$ cat config.mk
export PLATFORM = sky130hd
export DESIGN_NAME = boreal_filter_scheduler
export DESIGN_NICKNAME = d
export VERILOG_FILES = /design/src/rtl/boreal_filter_scheduler.sv
export SDC_FILE = /design/constraint.sdc
export NUM_CORES = 1
export LEC_CHECK = 0
export ABC_AREA = 1
export CORE_ASPECT_RATIO = 0.75
export CORE_MARGIN = 8
export CORE_UTILIZATION = 39
export DETAILED_ROUTE_END_ITERATION = 12
export SETUP_SLACK_MARGIN = 0.2
export SLEW_MARGIN = 0
export SYNTH_ARGS = -nofsm -noshare
export SYNTH_HDL_FRONTEND = slang
export SYNTH_SLANG_ARGS = --single-unit
$ cat constraint.sdc
create_clock -name clk -period 1.96 [get_ports clk]
set_clock_uncertainty 0.15 [all_clocks]
set_input_delay 0.392 -clock clk [delete_from_list [all_inputs] [get_ports clk]]
set_output_delay 0.392 -clock clk [all_outputs]
set_load 0.005 [all_outputs]
$ cat src/rtl/boreal_filter_scheduler.sv
// boreal_filter_scheduler
// Owns the spatial filter's two entry points: it launches one feature frame at a
// time into an idle filter, and it copies a 16-word staging bank of weights into
// the filter matrix only between frames, so a MAC pass never sees a half-updated
// matrix.
// Optional build feature: define BOREAL_SCHED_WATCHDOG_EN to bound RUN to TIMEOUT
// cycles and raise the sticky wd_err when the filter fails to answer.
module boreal_filter_scheduler #(
    parameter int TIMEOUT = 64,
    parameter int NWORDS  = 16
) (
    input  logic         clk,
    input  logic         rst_n,
    input  logic         in_valid,
    output logic         in_ready,
    input  logic [127:0] in_features,
    input  logic         cfg_valid,
    output logic         cfg_ready,
    input  logic [3:0]   cfg_addr,
    input  logic [15:0]  cfg_data,
    input  logic         cfg_commit,
    output logic         commit_pending,
    output logic         load_done,
    output logic         flt_valid,
    output logic [127:0] flt_features,
    output logic [4:0]   flt_host_addr,
    output logic [15:0]  flt_host_din,
    output logic         flt_host_we,
    input  logic         flt_out_valid,
    output logic [15:0]  frame_cnt,
    output logic         wd_err
);

    typedef enum logic [1:0] {S_IDLE, S_RUN, S_LOAD} state_t;

    // Watchdog counter type; only instantiated in the watchdog build.
    typedef logic [$clog2(TIMEOUT)-1:0] wd_cnt_t;

    localparam logic [3:0] LAST_ADDR = 4'(NWORDS - 1);

    state_t         r_state;
    state_t         w_next;
    logic           r_pending;
    logic [3:0]     r_addr;
    logic [15:0]    r_din;
    logic           r_we;
    logic           r_load_done;
    logic           r_flt_valid;
    logic [127:0]   r_features;
    logic [15:0]    r_frame_cnt;
    logic [15:0]    r_stage [NWORDS];

    logic           w_accept;
    logic           w_cfg_wr;
    logic           w_run_done;
    logic           w_timeout;
    logic           w_load_start;
    logic           w_load_last;
    logic [3:0]     w_addr_nxt;

    // A commit seen this cycle already blocks the frame so LOAD wins the tie;
    // rst_n gating keeps both ready outputs at 0 while reset is held.
    assign in_ready     = rst_n && (r_state == S_IDLE) && !r_pending && !cfg_commit;
    assign cfg_ready    = rst_n && (r_state != S_LOAD);
    assign w_accept     = in_valid && in_ready;
    assign w_cfg_wr     = cfg_valid && cfg_ready;
    assign w_run_done   = (r_state == S_RUN) && flt_out_valid;
    assign w_load_start = (r_state == S_IDLE) && r_pending;
    assign w_load_last  = (r_state == S_LOAD) && (r_addr == LAST_ADDR);
    assign w_addr_nxt   = r_addr + 4'd1;

`ifdef BOREAL_SCHED_WATCHDOG_EN
    wd_cnt_t r_wd_cnt;
    logic    r_wd_err;

    localparam wd_cnt_t WD_LAST = wd_cnt_t'(TIMEOUT - 1);

    assign w_timeout = (r_state == S_RUN) && !flt_out_valid && (r_wd_cnt == WD_LAST);
    assign wd_err    = r_wd_err;

    // Count cycles spent in RUN; an expiry aborts the frame and latches wd_err.
    always_ff @(posedge clk or negedge rst_n) begin
        if (!rst_n) begin
            r_wd_cnt <= '0;
            r_wd_err <= 1'b0;
        end else begin
            r_wd_cnt <= (r_state == S_RUN) ? r_wd_cnt + wd_cnt_t'(1) : '0;
            if (w_timeout) r_wd_err <= 1'b1;
        end
    end
`else
    assign w_timeout = 1'b0;
    assign wd_err    = 1'b0;
`endif

    // State register.
    always_ff @(posedge clk or negedge rst_n) begin
        if (!rst_n) r_state <= S_IDLE;
        // NOTE: sequential state uses <= so every flop samples pre-edge values.
        else        r_state <= w_next;
    end

    // Next-state decode: pending commit outranks a new frame in IDLE.
    always_comb begin
        // NOTE: default first so no path leaves w_next unassigned (no latch).
        w_next = r_state;
        unique case (r_state)
            S_IDLE: begin
                if (r_pending)     w_next = S_LOAD;
                else if (w_accept) w_next = S_RUN;
            end
            S_RUN:  if (flt_out_valid || w_timeout) w_next = S_IDLE;
            S_LOAD: if (r_addr == LAST_ADDR)        w_next = S_IDLE;
            default: w_next = S_IDLE;
        endcase
    end

    // Commit request: set by any cfg_commit, consumed when IDLE starts a LOAD.
    always_ff @(posedge clk or negedge rst_n) begin
        if (!rst_n)            r_pending <= 1'b0;
        else if (cfg_commit)   r_pending <= 1'b1;
        else if (w_load_start) r_pending <= 1'b0;
    end

    // Staging bank; writes are refused during LOAD so the copy reads a stable bank.
    always_ff @(posedge clk or negedge rst_n) begin
        if (!rst_n) begin
            // NOTE: this bank is small and must read as zero after reset, so it is
            // built from reset flops rather than left to a RAM with unknown contents.
            for (int i = 0; i < NWORDS; i++) r_stage[i] <= '0;
        end else if (w_cfg_wr) begin
            r_stage[cfg_addr] <= cfg_data;
        end
    end

    // Filter write port: one word per LOAD cycle, address doubling as the counter.
    always_ff @(posedge clk or negedge rst_n) begin
        if (!rst_n) begin
            r_addr      <= '0;
            r_din       <= '0;
            r_we        <= 1'b0;
            r_load_done <= 1'b0;
        end else begin
            r_load_done <= w_load_last;
            if (w_load_start) begin
                r_addr <= '0;
                r_din  <= r_stage[0];
                r_we   <= 1'b1;
            end else if ((r_state == S_LOAD) && !w_load_last) begin
                r_addr <= w_addr_nxt;
                r_din  <= r_stage[w_addr_nxt];
                r_we   <= 1'b1;
            end else begin
                r_addr <= '0;
                r_din  <= '0;
                r_we   <= 1'b0;
            end
        end
    end

    // Frame launch: capture the accepted frame and pulse flt_valid one cycle later.
    always_ff @(posedge clk or negedge rst_n) begin
        if (!rst_n) begin
            r_flt_valid <= 1'b0;
            r_features  <= '0;
        end else begin
            r_flt_valid <= w_accept;
            if (w_accept) r_features <= in_features;
        end
    end

    // Completed-frame counter; flt_out_valid outside RUN never counts.
    always_ff @(posedge clk or negedge rst_n) begin
        if (!rst_n)          r_frame_cnt <= '0;
        else if (w_run_done) r_frame_cnt <= r_frame_cnt + 16'd1;
    end

    assign commit_pending = r_pending;
    assign load_done      = r_load_done;
    assign flt_valid      = r_flt_valid;
    assign flt_features   = r_features;
    assign flt_host_addr  = {1'b0, r_addr};
    assign flt_host_din   = r_din;
    assign flt_host_we    = r_we;
    assign frame_cnt      = r_frame_cnt;

endmodule

After elaboration in Yosys (flattened, before gate mapping)
Cells that the tools add are included.
{"block": "totals", "regBits": 426, "input_bits": 154, "out_inout_bits": 172, "word_cells": 75}
{"block": "classes", "add_sub_neg": 2, "n_lt_le_gt_ge": 3, "n_eq_ne": 7, "mux": 19, "n_bitwise": 2, "n_reduce_logical": 17}
{"cell": "$bwmux W256", "n": 1}
{"cell": "$mux W16", "n": 5}
{"cell": "$bmux W16 S4", "n": 1}
{"cell": "$demux W16 S4", "n": 1}
{"cell": "$add A16 B1 Y16 const B", "n": 1}
{"cell": "$logic_and A1 B1 Y1", "n": 11}
{"cell": "$ge A5 B5 Y1 const B", "n": 2}
{"cell": "$not A4 Y5", "n": 2}
{"cell": "$mux W2", "n": 4}
{"cell": "$mux W4", "n": 2}
{"cell": "$pmux W2 S3", "n": 1}
{"cell": "$lt A5 B1 Y1 const B", "n": 1}
{"cell": "$add A4 B1 Y4 const B", "n": 1}
{"cell": "$eq A4 B4 Y1 const B", "n": 1}
{"cell": "$mux W1", "n": 4}
{"cell": "$ne A2 B2 Y1 const B", "n": 2}
{"cell": "$logic_not A1 Y1", "n": 3}
{"cell": "$ne A3 B3 Y1 const B", "n": 1}
{"cell": "$reduce_and A3 Y1", "n": 1}
{"cell": "$eq A2 B1 Y1 const B", "n": 1}
{"cell": "$eq A2 B2 Y1 const B", "n": 1}
{"cell": "$logic_not A2 Y1", "n": 1}
{"cell": "$ne A2 B1 Y1 const B", "n": 1}
{"cell": "$reduce_bool A2 Y1", "n": 1}

Longest topological paths before layout
Gate-level depths: netlist (run 1).
{"block": "logic_depth", "depth_word": 8, "ltp_mapped": 10, "mapped_depth_nobuf": 8}

Least setup slack after synthesis (run 1)
Ideal clock, no wire load.
{"block": "synth_path", "kind": "reg-to-reg", "startpoint": "reg r_addr[0]", "endpoint": "reg r_din[5] (netlist: flt_host_din[5])", "setup_time_ns": 0.117, "arrival_ns": 1.588, "required_time_ns": 1.693, "path_slack_ns": 0.105, "path_stages_with_launch": 9, "path_buffers": 1, "synth_period_minus_slack_ns": 1.855, "cell_sequence": "dfrtp_1 -> ha_1 -> xnor2_1 -> clkbuf_1 -> nand3_1 -> nand3_1 -> nand2_1 -> nand2_1 -> nand2_1"}
{"block": "synth_via", "elab_chain_cells": 7, "elab_cells_between_ends": 11, "classes_between": "add/sub: 1; eq/ne: 1; mux: 5; bitwise: 1; reduce/logical: 3"}
{"element": "from (decl)", "line": "44", "source": "logic [3:0] r_addr;"}
{"element": "from (signal assigned)", "line": "150", "source": "r_addr <= w_addr_nxt;"}
{"element": "$add A4 B1 Y4", "line": "70", "source": "assign w_addr_nxt = r_addr + 4'd1;"}
{"element": "$not A4 Y5 (implied by the code)", "line": "151", "source": "r_din <= r_stage[w_addr_nxt];"}
{"element": "$bmux W16 S4", "line": "151"}
{"element": "$mux W16 (implied by the code) (2 in series)", "line": "151"}
{"element": "$mux W16 (*)", "line": "149", "source": "end else if ((r_state == S_LOAD) && !w_load_last) begin"}
{"element": "$mux W16 (*)", "line": "145", "source": "if (w_load_start) begin"}
{"element": "to (signal assigned)", "line": "147", "source": "r_din <= r_stage[0];"}
{"element": "to (signal assigned)", "line": "151"}
{"element": "to (decl)", "line": "45", "source": "logic [15:0] r_din;"}
Every way passes the cells marked *; elsewhere a longest branch is shown, timed or not. The select of a mux whose other input is x is not followed.
A chain may end at the register's enable or synchronous reset.

Worst setup path after layout (run 1)
{"block": "layout_path", "startpoint": "reg r_state[0]", "endpoint": "out cfg_ready"}
{"block": "layout_via", "elab_chain_cells": 2}
{"element": "from (decl)", "line": "41", "source": "state_t r_state;"}
{"element": "from (signal assigned)", "line": "100", "source": "else r_state <= w_next;"}
{"element": "$ne A2 B2 Y1", "line": "64", "source": "assign cfg_ready = rst_n && (r_state != S_LOAD);"}
{"element": "$logic_and A1 B1 Y1", "line": "64"}
{"element": "to (decl)", "line": "18", "source": "output logic cfg_ready,"}
Every way passes these cells.

==> results of run 1 <==
-- layout make-up --
type | instances | area, µm² | share of cell area
Multi-Input combinational cell | 1570 | 8590 | 0.289
Timing Repair Buffer | 578 | 7100 | 0.239
Timing Repair inverter | 2 | 22.5 | 0.000757
Clock buffer | 69 | 1290 | 0.0435
Inverter | 284 | 1140 | 0.0385
Clock inverter | 11 | 120 | 0.00404
Tap cell | 648 | 811 | 0.0273
Sequential cell | 426 | 10700 | 0.359
Antenna cell | 2 | 5.00 | 0.000168
-- registers in the layout, indices dropped and copies added (netlist names) --
signal and cells:
r_state 2, commit_pending 1, flt_host_din 16, flt_features 128, flt_valid 1, frame_cnt 16, flt_host_we 1, r_addr 4
r_stage 256, load_done 1
-- Yosys cell counts (2+ instances only) --
cell,instances,area [µm²]
nand2_1,1006,3780
dfrtp_1,426,10700
inv_1,283,1060
o21ai_0,259,1300
nand3_1,217,1090
clkbuf_1,62,233
buf_2,45,225
buf_4,28,210
nor2_1,24,90.1
buf_1,20,75.1
o21ai_1,15,75.1
nor2_8,10,200
xor2_1,9,78.8
clkbuf_2,6,30.0
nor3_1,6,30.0
xnor2_1,6,52.6
nand4_1,3,18.8
ha_1,2,25.0
nor2_2,2,12.5
nor3_2,2,20.0
-- worst max-delay path, cell delays in order (launching register included) --
cell and delay [ps]:
dfrtp_2 440, buf_6 130, buf_6 100, nor2_4 120, nor2_4 60, buf_6 120
-- where the power goes --
| group | total, mW | leakage [nW] | internal [mW] | switching [mW] |
|---|---|---|---|---|
| Clock | 8.46 | 0.699 | 4.80 | 3.66 |
| Combinational | 23.1 | 9.46 | 10.8 | 12.3 |
| Sequential | 12.1 | 4.78 | 11.2 | 0.962 |
-- per-layer routing --
metal | track usage | wire length, µm | up-vias
met4 | 0.0744 | 2900 | 4
met5 | 0 | 28 | -
met2 | 0.392 | 36500 | 777
met3 | 0.0448 | 5950 | 187
li1 | - | - | 8434
met1 | 0.334 | 32200 | 9003
-- per-stage QoR --
stage	utilization	power, mW	instances
floorplan	-	19.5	2443
global placement	0.496	26.3	3382
detailed placement	0.496	26.5	3382
CTS	0.569	40.5	3549
global route	0.609	45.8	3589
finish	0.609	43.7	3590
-- kinds of logic (layout without fill, tap and decap cells) --
family,after synthesis,after routing
and+or+nand+nor,1274,1274
buffers and inverters,447,944
DFF,426,426
AOI/OAI and AO/OA,275,275
xor gates and xnor gates,17,17
adders and majority gates,2,2
other,1,4
-- what timing repair did --
item / CTS / global route
resized for setup: 603 / 410
cloned: 29 / 18
pin swaps: 112 / 91
buffers inserted: 57 / 21
endpoints found under the setup margin: 530 / 867
hold buffers: 1 / 0
endpoints found under the hold margin: 36 / 0
-- path summary, 6_finish.rpt --
path | from | slack (ps) | end
setup reg to reg | r_state[0]$_DFFE_PN0P_ | -100 | r_stage[83]$_DFFE_PN0P_
hold reg to reg | flt_features[61]$_DFFE_PN0P_ | 330 | flt_features[61]$_DFFE_PN0P_
hold / removal | rst_n | 200 | flt_host_din[0]$_DFF_PN0_
min in group clk | in_features[5] | 210 | flt_features[5]$_DFFE_PN0P_
max in group asynchronous | rst_n | 510 | r_stage[103]$_DFFE_PN0P_
setup / recovery | r_state[0]$_DFFE_PN0P_ | -120 | cfg_ready
==> results.sh, run 1 <==
export IMPL_clk_latency_ps=570
export IMPL_worstHoldPathType="in2async"
export IMPL_drtPass1Iterations=5
export IMPL_grt_pass1_wl_um=109000
export IMPL_period_needed_ps=2080
export IMPL_start_kind="flip-flop"
export IMPL_drv_slew=0
export IMPL_fin_ws_ps=-119
export IMPL_synthArstFlopShare=1.00
export IMPL_die_y_um=209
export IMPL_rr_worst_depth=12
export IMPL_yosys_warnings=0
export IMPL_antenna_found_initial=5
export IMPL_postPlaceCellArea_um2=24200
export IMPL_ys_flop_type="dfrtp_1"
export IMPL_synth_edff_count=0
export IMPL_tightest_slew_ps=736
export IMPL_ant_nets=0
export IMPL_nFillCells=4047
export IMPL_path_clk_slew_ps=60
export IMPL_dp_hpwl_um=42900
export IMPL_viasPerCell=5.13
export IMPL_timing_fmax_mhz=481
export IMPL_dieArea_um2=57100
export IMPL_avgSynthCellArea_um2=7.93
export IMPL_port_buffers=323
export IMPL_p_leak_nw=14.9
export IMPL_slew_headroom=0.509
export IMPL_hold_violations=0
export IMPL_cts_sinks=426
export IMPL_syn_cell_area_um2=19400
export IMPL_rsz0062_at_grt="true"
export IMPL_drv_cap=0
export IMPL_endpoint_kind="output port"
export IMPL_synth_compound_area_frac=0.0712
export IMPL_grt_pass1_vias=17775
export IMPL_drc=0
export IMPL_initial_core_util=0.396
export IMPL_die_w_um=273
export IMPL_route_vias_total=18405
export IMPL_synthDistinctLibCells=31
export IMPL_drt_first_iter_violations=1736
export IMPL_routed_wl_um=77600
export IMPL_ys_seq_area_frac=0.550
export IMPL_core_area_um2=48900
export IMPL_ys_ff_latch=426
export IMPL_cts_buffer_depth=3
export IMPL_synth_top_family_by_area="simple AND/OR/NAND/NOR gates"
export IMPL_mostFrequentLayoutCells="893 x nand2_1, 423 x dfrtp_1, 281 x inv_1, 152 x clkdlybuf4s50_1, 149 x o21ai_0"
export IMPL_setup_viol=117
export IMPL_tritoncts="yes"
export IMPL_cts_root_buf="clkbuf_16"
export IMPL_synth_mux_area_frac=0
export IMPL_gp_congestion=0.815
export IMPL_grt_max_degree=157
export IMPL_final_cell_area_um2=29700
export IMPL_critPathKind="reg2out"
export IMPL_layout_drive_gt1_share=0.239
export IMPL_grt_ovfl_total=0
export IMPL_h_tree_depth=2
export IMPL_pre_cts_ws_ps=-294
export IMPL_nNetsFinal=3062
export IMPL_synthAdderAreaFrac=0.00129
export IMPL_fin_hold_ws_ps=201
export IMPL_power_density_nw_per_um2=1470
export IMPL_cp_max_fo=3
export IMPL_numCtsBuffers=44
export IMPL_status="finished with violations"
export IMPL_critPathArrivalTime_ps=1540
export IMPL_layout_commonest_cell="nand2_1"
export IMPL_period_share=1.06
export IMPL_peakVddDrop_uv=945
export IMPL_tns_ps=-4470
export IMPL_synthSimpleGateAreaFrac=0.272
export IMPL_crit_required_ps=1420
export IMPL_netlist_instances=2442
export IMPL_synth_xor_area_share=0.00846
export IMPL_grtUsageTotal=0.244
export IMPL_rows=70
export IMPL_io_pins=326
export IMPL_drt_wirelength_per_cell_um=21.6
export IMPL_area_delta_synth_final_pct=53.5
export IMPL_violations="negative setup slack"
(Power assumes the default switching activity.)
==> run 2: changes to the inputs <==
--- a/config.mk
+++ b/config.mk
@@ -6,10 +6,12 @@
 export NUM_CORES = 1
 export LEC_CHECK = 0
 export ABC_AREA = 1
+export ABC_CLOCK_PERIOD_IN_PS = 1960
 export CORE_ASPECT_RATIO = 0.75
 export CORE_MARGIN = 8
 export CORE_UTILIZATION = 39
 export DETAILED_ROUTE_END_ITERATION = 12
+export PLACE_DENSITY = 0.73
 export SETUP_SLACK_MARGIN = 0.2
 export SLEW_MARGIN = 0
 export SYNTH_ARGS = -nofsm -noshare
==> run 2 against run 1 <==
- power is 1.1% lower
- sequential share of layout area is 0.45 points lower
- highest routed layer is now met4
- the run still ends with negative setup slack left
- wire length is 1.7% higher
- utilization is 0.77 points higher
- worst setup slack worse by 63 ps
- cell count is 0.36% higher
==> results.sh, run 2 (synthesis results as in run 1) <==
export IMPL_mostFrequentLayoutCells="756 x nand2_1, 423 x dfrtp_1, 280 x inv_1, 196 x o21ai_0, 167 x nand2_2"
export IMPL_max_stage_delay_ps=480
export IMPL_path_clk_slew_ps=70
export IMPL_rows=70
export IMPL_grtUsageTotal=0.248
export IMPL_io_pins=326
export IMPL_initial_core_util=0.396
export IMPL_routed_wl_um=78900
export IMPL_hold_violations=0
export IMPL_worstHoldPathType="in2reg"
export IMPL_route_vias_total=19349
export IMPL_cts_buffer_depth=3
export IMPL_ant_nets=0
export IMPL_nFillCells=3685
export IMPL_violations="negative setup slack"
export IMPL_tritoncts="yes"
export IMPL_seqPwrFrac=0.286
export IMPL_p_leak_nw=14.9
export IMPL_slew_headroom=0.582
export IMPL_grt_pass1_vias=18725
export IMPL_fin_ws_ps=-183
export IMPL_nNetsFinal=3075
export IMPL_cts_sinks=426
export IMPL_power_density_nw_per_um2=1430
export IMPL_area_delta_synth_final_pct=55.5
export IMPL_cp_cell_sequence="buf_6 > ha_4 > buf_6 > xor2_4 > buf_6 > buf_12 > nand3_2 > nand3_2 > nand2_1 > nand2_1 > nand2_2"
export IMPL_layout_commonest_cell="nand2_1"
export IMPL_stdcell_count=3603
export IMPL_endpoint_kind="flip-flop"
export IMPL_die_y_um=209
export IMPL_combPwrFrac=0.507
export IMPL_drc=0
export IMPL_rsz0062_at_grt="true"
export IMPL_grt_max_degree=101
export IMPL_grt_ovfl_total=0
export IMPL_die_w_um=273
export IMPL_status="finished with violations"
export IMPL_numCtsBuffers=44
export IMPL_dp_hpwl_um=43100
export IMPL_tightest_slew_ps=627
export IMPL_clk_latency_ps=580
export IMPL_h_tree_depth=2
export IMPL_tns_ps=-10270
export IMPL_regMostFlops="r_stage"
export IMPL_peakVddDrop_uv=746
export IMPL_cts_root_buf="clkbuf_16"
export IMPL_p_sw_frac=0.390
export IMPL_drt_first_iter_violations=2487
export IMPL_grt_pass1_wl_um=111000
export IMPL_timing_fmax_mhz=467
export IMPL_gp_congestion=0.881
export IMPL_period_needed_ps=2140
export IMPL_core_area_um2=48900
export IMPL_viasPerCell=5.37
export IMPL_cpMostUsedCell="buf_6"
export IMPL_drt_wirelength_per_cell_um=21.9
export IMPL_largest_reg_flops=256
export IMPL_drv_slew=0
export IMPL_p_sw_mw=16.8
export IMPL_critPathKind="reg2reg"
export IMPL_drv_cap=0
export IMPL_path_buf_inv=4
export IMPL_cp_max_fo=8
export IMPL_period_share=1.09
export IMPL_dieArea_um2=57100
export IMPL_numPlacedInstances=3368
export IMPL_layout_drive_gt1_share=0.284
export IMPL_port_buffers=323
export IMPL_critPathTopFamily="buffers and inverters"
export IMPL_slowest_stage="dfrtp_4"
export IMPL_start_kind="flip-flop"
export IMPL_drtPass1Iterations=8
export IMPL_intPower_mw=26.4
export IMPL_power_share_clock=0.207
export IMPL_crit_required_ps=2270
export IMPL_setup_viol=159
export IMPL_critPathArrivalTime_ps=2460
export IMPL_antenna_found_initial=1
[run 2: worst min-delay path, delay by kind of cell]
| kind | cells | cell delay [ps] |
|---|---|---|
| buf+inv | 1 | 390 |
| simple gates | 2 | 100 |
[run 2: timing repair]
action	in CTS	in global routing
hold buffers	1	0
endpoints found under the hold margin	170	0
gates resized for setup	778	411
pin swaps	85	127
endpoints found under the setup margin	391	699
buffers inserted	80	17
cloned	36	19
[run 2: final timing paths]
| path | from | endpoint | slack [ps] | cells after the start |
|---|---|---|---|---|
| setup / recovery | r_addr[0]$_DFF_PN0_ | flt_host_din[15]$_DFF_PN0_ | -180 | 11 |
| hold / removal | in_features[83] | flt_features[83]$_DFFE_PN0P_ | 200 | 3 |
| setup reg to reg | r_addr[0]$_DFF_PN0_ | flt_host_din[15]$_DFF_PN0_ | -180 | 11 |
| hold reg to reg | r_stage[249]$_DFFE_PN0P_ | flt_host_din[9]$_DFF_PN0_ | 330 | 2 |
| max in group asynchronous | rst_n | frame_cnt[1]$_DFFE_PN0P_ | 240 | 4 |
| min in group asynchronous | rst_n | flt_features[109]$_DFFE_PN0P_ | 520 | 3 |
[run 2: through the flow]
stage / utilization / setup slack (ps) / power, mW / hold WS [ps] / area (µm²)
final: 0.616 / -183 / 43.2 / 196 / 30100
after global routing: 0.616 / -220 / 44.9 / 184 / 30100
after CTS: 0.578 / -143 / 40.6 / 165 / 28200
after detailed placement: 0.494 / -186 / 26.2 / 314 / 24200
after global placement: 0.494 / -144 / 25.9 / 311 / 24200
after floorplan: - / 197 / 19.5 / -53.6 / 19400
[run 2: power by group through the flow]
stage | logic (mW) | clock network, mW | registers (mW)
floorplan | 7.44 | 0 | 12.1
global placement | 13.7 | 0 | 12.2
detailed placement | 14.0 | 0 | 12.2
CTS | 19.5 | 8.98 | 12.1
global route | 23.0 | 9.39 | 12.5
finish | 21.9 | 8.93 | 12.4
[run 2: area by class of cell]
type	count	area, µm²	area share
flip-flops and latches	426	10700	0.354
clock buffers	66	1350	0.0447
inverters	284	1120	0.0372
repair buffers	593	7340	0.244
well taps	648	811	0.0269
clock inverters	14	164	0.00544
multi-input cells	1570	8670	0.288
diodes	2	5.00	0.000166
[run 2: layer usage]
| layer | global-route usage | vias to the layer above | wire length [µm] |
|---|---|---|---|
| met2 | 0.382 | 1191 | 36400 |
| met3 | 0.0616 | 310 | 8310 |
| met4 | 0.111 | 0 | 4120 |
| li1 | - | 8468 | - |
| met5 | 0 | - | 0 |
| met1 | 0.328 | 9380 | 30100 |
